## config.mk

```make
export PLATFORM = sky130hd
export DESIGN_NAME = dpram_fifo_arb
export DESIGN_NICKNAME = d
export VERILOG_FILES = /design/src/rtl/dpram_fifo_arb.sv
export SDC_FILE = /design/constraint.sdc
export NUM_CORES = 1
export LEC_CHECK = 0
export ABC_AREA = 1
export BUFFER_PORTS_ARGS = -buffer_cell sky130_fd_sc_hd__buf_2
export CAP_MARGIN = 40
export CORE_UTILIZATION = 55
export CTS_CLUSTER_DIAMETER = 80
export CTS_CLUSTER_SIZE = 20
export DETAILED_ROUTE_END_ITERATION = 7
export GPL_TIMING_DRIVEN = 1
export PLACE_DENSITY = 0.89
export SYNTH_ARGS = -nofsm -noshare
export SYNTH_HDL_FRONTEND = slang
export SYNTH_SLANG_ARGS = --single-unit
```

## constraint.sdc

```tcl
create_clock -name clk -period 4.1 [get_ports clk]
set_clock_uncertainty 0.2 [all_clocks]
set_input_delay 0.205 -clock clk [delete_from_list [all_inputs] [get_ports clk]]
set_output_delay 0.205 -clock clk [all_outputs]
set_load 0.03 [all_outputs]
```

## src/rtl/dpram_fifo_arb.sv

```systemverilog
// dpram_fifo_arb
// Two-requester FIFO front end for an external single-clock simple dual-port
// RAM. A round-robin arbiter picks one writer per cycle; the read side pops
// one word per accepted request and returns it one cycle later straight from
// the RAM read port.
//
// Ports
//   clk, rst                : single clock, asynchronous active-high reset
//   s0_* / s1_*             : requester write channels (data, valid, ready)
//   rd_req                  : consumer pop request
//   rd_data_o, rd_valid     : popped word and its qualifier (1-cycle latency)
//   flush                   : synchronous clear, overrides everything else
//   ram_wr_* / ram_rd_*     : external RAM write port and read port
//   count, full, empty      : occupancy and its derived flags
//   almost_full             : count >= AFULL_LEVEL
//   udf_err                 : sticky, set by a pop request while empty
module dpram_fifo_arb #(
  parameter int ADDR_WIDTH  = 10,
  parameter int DATA_WIDTH  = 8,
  parameter int AFULL_LEVEL = 1008
) (
  input  logic                  clk,
  input  logic                  rst,
  input  logic [DATA_WIDTH-1:0] s0_data,
  input  logic                  s0_valid,
  output logic                  s0_ready,
  input  logic [DATA_WIDTH-1:0] s1_data,
  input  logic                  s1_valid,
  output logic                  s1_ready,
  input  logic                  rd_req,
  output logic [DATA_WIDTH-1:0] rd_data_o,
  output logic                  rd_valid,
  input  logic                  flush,
  output logic [DATA_WIDTH-1:0] ram_wr_data,
  output logic [ADDR_WIDTH-1:0] ram_wr_addr,
  output logic                  ram_wr_en,
  output logic [ADDR_WIDTH-1:0] ram_rd_addr,
  input  logic [DATA_WIDTH-1:0] ram_rd_data,
  output logic [ADDR_WIDTH:0]   count,
  output logic                  full,
  output logic                  empty,
  output logic                  almost_full,
  output logic                  udf_err
);

  localparam logic [ADDR_WIDTH:0] FULL_COUNT  = (ADDR_WIDTH+1)'(2**ADDR_WIDTH);
  localparam logic [ADDR_WIDTH:0] AFULL_COUNT = (ADDR_WIDTH+1)'(AFULL_LEVEL);

  typedef enum logic {
    LAST0 = 1'b0,
    LAST1 = 1'b1
  } arbState_t;

  arbState_t             r_state;
  arbState_t             w_nextState;
  logic [ADDR_WIDTH-1:0] r_wptr;
  logic [ADDR_WIDTH-1:0] r_rptr;
  logic [ADDR_WIDTH:0]   r_count;
  logic                  r_rdValid;
  logic                  r_udfErr;
  logic                  w_grant0;
  logic                  w_grant1;
  logic                  w_block;
  logic                  w_wrAccept;
  logic                  w_rdAccept;
  logic                  w_full;
  logic                  w_empty;

  // Flags come from the registered count only, never from this cycle's traffic.
  assign w_full      = (r_count == FULL_COUNT);
  assign w_empty     = (r_count == '0);
  assign full        = w_full;
  assign empty       = w_empty;
  assign almost_full = (r_count >= AFULL_COUNT);
  assign count       = r_count;
  assign udf_err     = r_udfErr;
  assign rd_valid    = r_rdValid;
  assign rd_data_o   = ram_rd_data;
  assign ram_wr_addr = r_wptr;
  assign ram_rd_addr = r_rptr;

  // rst is included so the ready outputs are low while reset is held,
  // independent of what the requesters are driving.
  assign w_block    = rst | w_full | flush;
  assign w_wrAccept = s0_ready | s1_ready;
  assign w_rdAccept = rd_req & ~w_empty & ~flush;

  always_ff @(posedge clk or posedge rst) begin
    if (rst) begin
      r_state <= LAST1;
    end else begin
      r_state <= w_nextState;
    end
  end

  // Round-robin: on a tie the requester not recorded as last wins. The state
  // only moves on an accepted write, so a blocked grant does not cost a turn.
  always_comb begin
    w_nextState = r_state;
    w_grant0    = 1'b0;
    w_grant1    = 1'b0;
    s0_ready    = 1'b0;
    s1_ready    = 1'b0;
    ram_wr_en   = 1'b0;
    ram_wr_data = s0_data;

    if (s0_valid && s1_valid) begin
      if (r_state == LAST1) begin
        w_grant0 = 1'b1;
      end else begin
        w_grant1 = 1'b1;
      end
    end else if (s0_valid) begin
      w_grant0 = 1'b1;
    end else if (s1_valid) begin
      w_grant1 = 1'b1;
    end

    s0_ready  = w_grant0 & ~w_block;
    s1_ready  = w_grant1 & ~w_block;
    ram_wr_en = s0_ready | s1_ready;
    if (s1_ready) begin
      ram_wr_data = s1_data;
    end

    if (flush) begin
      w_nextState = LAST1;
    end else if (s0_ready) begin
      w_nextState = LAST0;
    end else if (s1_ready) begin
      w_nextState = LAST1;
    end
  end

  // Pointers wrap naturally at their width. A pop request on an empty FIFO
  // is dropped and latches udf_err until flush or reset.
  always_ff @(posedge clk or posedge rst) begin
    if (rst) begin
      r_wptr    <= '0;
      r_rptr    <= '0;
      r_count   <= '0;
      r_rdValid <= 1'b0;
      r_udfErr  <= 1'b0;
    end else if (flush) begin
      r_wptr    <= '0;
      r_rptr    <= '0;
      r_count   <= '0;
      r_rdValid <= 1'b0;
      r_udfErr  <= 1'b0;
    end else begin
      if (w_wrAccept) begin
        r_wptr <= r_wptr + 1'b1;
      end
      if (w_rdAccept) begin
        r_rptr <= r_rptr + 1'b1;
      end
      unique case ({w_wrAccept, w_rdAccept})
        2'b10:   r_count <= r_count + 1'b1;
        2'b01:   r_count <= r_count - 1'b1;
        default: r_count <= r_count;
      endcase
      r_rdValid <= w_rdAccept;
      if (rd_req && w_empty) begin
        r_udfErr <= 1'b1;
      end
    end
  end

endmodule

```

==> results.tsv <==
stage	metric	value	unit
cells_and_area	filler_cell_count	341	
cells_and_area	layout_common_cells	91 x sky130_fd_sc_hd__nand2_1, 68 x sky130_fd_sc_hd__buf_2, 48 x sky130_fd_sc_hd__inv_1, 33 x sky130_fd_sc_hd__dfrtp_1, 21 x sky130_fd_sc_hd__nand3_1	
cells_and_area	postLayoutCellArea	2980	um^2
floorplanning	floorplan.die_area	4780	um^2
routing	initialDrtViolationCount	189	
clock_tree	cts_max_level	2	
worst_setup_path	worstSetupPathType	reg -> reg	
global_route	grt_pass1_wl	10100	um
global_route	globalRouteOverflowTotal	0	
synthesis	synth-xor-area-share	0.0318	
routing	viasPerCell	5.22	
worst_setup_path	critical_path_arrival	2.97	ns
synthesis	syn-num-nets	378	
clock_tree	clock_tree.buffer_depth	2	
worst_setup_path	cp_top_family	simple AND/OR/NAND/NOR gates	
timing	max_clock_freq	338	MHz
worst_setup_path	startpoint	count[6]$_DFFE_PP0P_	
timing	setup_viol_count_final	0	
synthesis	synthCells	336	
outcome	status	finished clean	
clock_tree	tritoncts_num_sinks	34	
cells_and_area	diodes	0	
timing	hold_viol	0	
global_route	antenna_violations_before_repair	0	
synthesis	postSynthAreaPerCell	7.38	um^2
floorplanning	core_area	4350	um^2
cells_and_area	design.final.nets	446	
global_route	maximum_number_of_pins_on_one_net_before_global_route_repair	35	
floorplanning	ios	85	
min_path	holdCritPathClass	in -> reg	
floorplanning	floorplan.die.width	69.2	um
power_and_ir_drop	power_density	512	nW/um^2
synthesis	synth_cell_types	35	
synthesis	synth_largest_type_area_fraction	0.333	
clock_tree	cts.reportedPaths.clkPinSlew	0.08	ns
timing	maxSlewHeadroom	0.706	
placed_design	detailed_place_hpwl	4260	um
timing	worstMarginPinSlew	0.441	ns
routing	route.vias.total	2387	
floorplanning	die_h	69.2	um
synthesis	synth_warnings	0	
synthesis	synth_compound_area_frac	0.123	
worst_setup_path	reg2reg_from	count[6]$_DFFE_PP0P_	
worst_setup_path	worst_ep_required_time	4.11	ns
clock_tree	clock_insertion_delay_worst_skew	0.29	ns
flow_run	max-cap-violations	0	
timing	post_route_minimum_period	2.96	ns
worst_setup_path	regToRegEndpoint	count[7]$_DFFE_PP0P_	
placed_design	post-place-ws	1.15	ns
synthesis	mappedNetlistArea	2480	um^2
routing	avgRoutedWirePerCell	12.5	um
placed_design	io_buffer_count	68	
synthesis	synth_top_area_cell	sky130_fd_sc_hd__dfrtp_1	
power_and_ir_drop	static_leakage_power	1.61	nW
worst_setup_path	worstRegToRegCells	17	
clock_tree	tritoncts	done	
worst_setup_path	critical_path_buf_inv_count	1	
synthesis	largest_family_of_logic_cells_by_synthesized_area	simple AND/OR/NAND/NOR gates	
global_route	grtUsageTotal	0.258	
routing	total_length_of_routed_wires	5730	um
placed_design	placed_cell_area	2820	um^2
worst_setup_path	worst-r2r-setup-slack	1.14	ns
synthesis	ys_seq_elements	34	
routing	detail-route-antenna-nets	0	
worst_setup_path	timing.critical_path.depth	17	
cells_and_area	most_common_library_cell_in_the_layout_ignoring_fill_and_taps	sky130_fd_sc_hd__nand2_1	
worst_setup_path	crit_path_start_kind	register	
routing	dr.pass1.iters	4	
global_route	first_global_vias	2236	
clock_tree	cts_bufs_inserted	5	
placed_design	gp_congestion	0.969	
power_and_ir_drop	ir_drop	354	uV
timing	timing.final.ws_setup	1.14	ns
timing	final_clock_period_utilization_by_the_worst_path	0.721	
worst_setup_path	timing.critical_path.to_type	register	
clock_tree	clock-root-buffer	sky130_fd_sc_hd__clkbuf_8	
timing	rsz0062_at_grt	false	
timing	timing.setup.tns	0	ns
floorplanning	initial_core_util	0.570	
worst_setup_path	worst_path_most_repeated_cell	sky130_fd_sc_hd__nand2_1	
routing	drc	0	
timing	timing.final.max_slew_violations	0	
synthesis	post_synthesis_adder_cell_area_fraction	0.0636	
synthesis	yosysSeqAreaShare	0.344	
synthesis	yosys.area_share.simple	0.329	
synthesis	mux_share_of_post_synthesis_cell_area	0	
worst_setup_path	worstSetupEndpoint	count[7]$_DFFE_PP0P_	
synthesis	synth_area_leaders	sky130_fd_sc_hd__dfrtp_1 33%, sky130_fd_sc_hd__nand2_1 14%, sky130_fd_sc_hd__inv_1 7.3%	
worst_setup_path	crit_path_top_delay_cell	sky130_fd_sc_hd__dfrtp_1	
cells_and_area	areaGrowthSynthToFinish	20.2	%
worst_setup_path	slowest_delay	0.42	ns
worst_setup_path	cell_chain_of_the_critical_path	nor2_1 -> nand2_1 -> nor2_4 -> nand2_4 -> o211ai_4 -> nand2_8 -> inv_1 -> ha_1 -> a21oi_1 -> o21ai_0 -> nand3_1 -> nand2_1 -> nand2_1 -> nand2_1 -> nand2_1 -> nand2_1 -> o21ai_2	
cells_and_area	drive_gt1_frac	0.269	
floorplanning	fp-row-count	24	
worst_setup_path	worst-path-max-fanout	9	
[worst min-delay path by stage]
stage	start	to	slack, ns	cells past startpoint
after detailed placement	rst	count[10]$_DFFE_PP0P_	0.15	3
after global routing	flush	udf_err$_DFFE_PP0P_	0.1	2
after floorplan	rd_req	udf_err$_DFFE_PP0P_	0.14	2
after global placement	rst	count[10]$_DFFE_PP0P_	0.14	3
after CTS	flush	ram_wr_addr[6]$_DFFE_PP0P_	0.08	2
final	flush	ram_wr_addr[6]$_DFFE_PP0P_	0.07	2
[area by class of cell]
cell class / instances / area [um^2] / share of cell area
clock buffer: 5 / 68.8 / 0.0231
clock inverter: 3 / 68.8 / 0.0231
inverter: 53 / 201 / 0.0676
multi-input combinational: 239 / 1360 / 0.455
sequential: 34 / 852 / 0.286
tap: 52 / 65.1 / 0.0218
timing repair buffer: 71 / 368 / 0.123
[where the power goes]
part / internal [W] / leakage (nW) / switching [W]
Combinational: 0.000217 / 1.08 / 0.000489
Clock: 0.000244 / 0.0683 / 0.000129
Sequential: 0.000386 / 0.464 / 0.0000625
[Yosys cell counts]
| master | instances |
|---|---|
| sky130_fd_sc_hd__fa_1 | 1 |
| sky130_fd_sc_hd__nand3_4 | 2 |
| sky130_fd_sc_hd__nand3_1 | 21 |
| sky130_fd_sc_hd__nand2_2 | 3 |
| sky130_fd_sc_hd__a21oi_1 | 13 |
| sky130_fd_sc_hd__dfstp_2 | 1 |
| sky130_fd_sc_hd__ha_1 | 11 |
| sky130_fd_sc_hd__nor4_1 | 2 |
| sky130_fd_sc_hd__o21bai_1 | 2 |
| sky130_fd_sc_hd__nor2_4 | 1 |
| sky130_fd_sc_hd__nand2_1 | 91 |
| sky130_fd_sc_hd__nor3_2 | 1 |
| sky130_fd_sc_hd__buf_4 | 8 |
| sky130_fd_sc_hd__o211ai_4 | 1 |
| sky130_fd_sc_hd__o21ai_1 | 2 |
| sky130_fd_sc_hd__inv_1 | 48 |
| sky130_fd_sc_hd__nand2_4 | 4 |
| sky130_fd_sc_hd__o21ai_2 | 7 |
| sky130_fd_sc_hd__buf_2 | 1 |
| sky130_fd_sc_hd__clkbuf_1 | 1 |
| sky130_fd_sc_hd__o21ai_0 | 16 |
| sky130_fd_sc_hd__nor2_1 | 19 |
| sky130_fd_sc_hd__a21oi_2 | 1 |
| sky130_fd_sc_hd__nand2_8 | 1 |
| sky130_fd_sc_hd__nor3_1 | 14 |
| sky130_fd_sc_hd__xor2_1 | 6 |
| sky130_fd_sc_hd__nor2_2 | 3 |
| sky130_fd_sc_hd__inv_2 | 4 |
| sky130_fd_sc_hd__xnor2_1 | 3 |
| sky130_fd_sc_hd__o31ai_1 | 4 |
| sky130_fd_sc_hd__nand3_2 | 2 |
| sky130_fd_sc_hd__dfrtp_1 | 33 |
| sky130_fd_sc_hd__inv_4 | 1 |
| sky130_fd_sc_hd__a31oi_1 | 2 |
| sky130_fd_sc_hd__nand4_1 | 6 |
[registers in the layout, indices dropped and copies added, names as in the netlist]
name and cells:
r_state 1, udf_err 1, rd_valid 1, ram_wr_addr 10, count 11, ram_rd_addr 10
[kinds of logic after synthesis]
| logic type | after synthesis |
|---|---|
| XOR/XNOR | 9 |
| adder cells (fa/ha/maj) | 12 |
| AO/OA/AOI/OAI | 48 |
| flip-flops | 34 |
| buffers and inverters | 63 |
| AND/OR/NAND/NOR | 170 |
[what timing repair did]
item | in CTS | in global routing
setup buffers | 0 | 0
endpoints found under the hold margin | 34 | 0
resized for setup | 0 | 0
endpoints found under the setup margin | 0 | 0
hold buffers | 2 | 0
[per-stage QoR]
stage / cells / hold WS [ns] / power, W / util
detailed placement: 447 / 0.153 / 0.00116 / 0.649
CTS: 457 / 0.0761 / 0.00154 / 0.685
floorplan: 336 / 0.144 / 0.000994 / -
global placement: 447 / 0.136 / 0.00114 / 0.649
finish: 457 / 0.0736 / 0.00153 / 0.685
global route: 457 / 0.0953 / 0.00162 / 0.685
[metal layers]
layer	part of all wire	vias up	global-route usage
li1	-	1212	-
met1	0.45	1119	0.339
met2	0.50	51	0.428
met3	0.034	5	0.0497
met4	0.0093	0	0.0771
met5	0	-	0
Power figures use the tool's default switching activity.
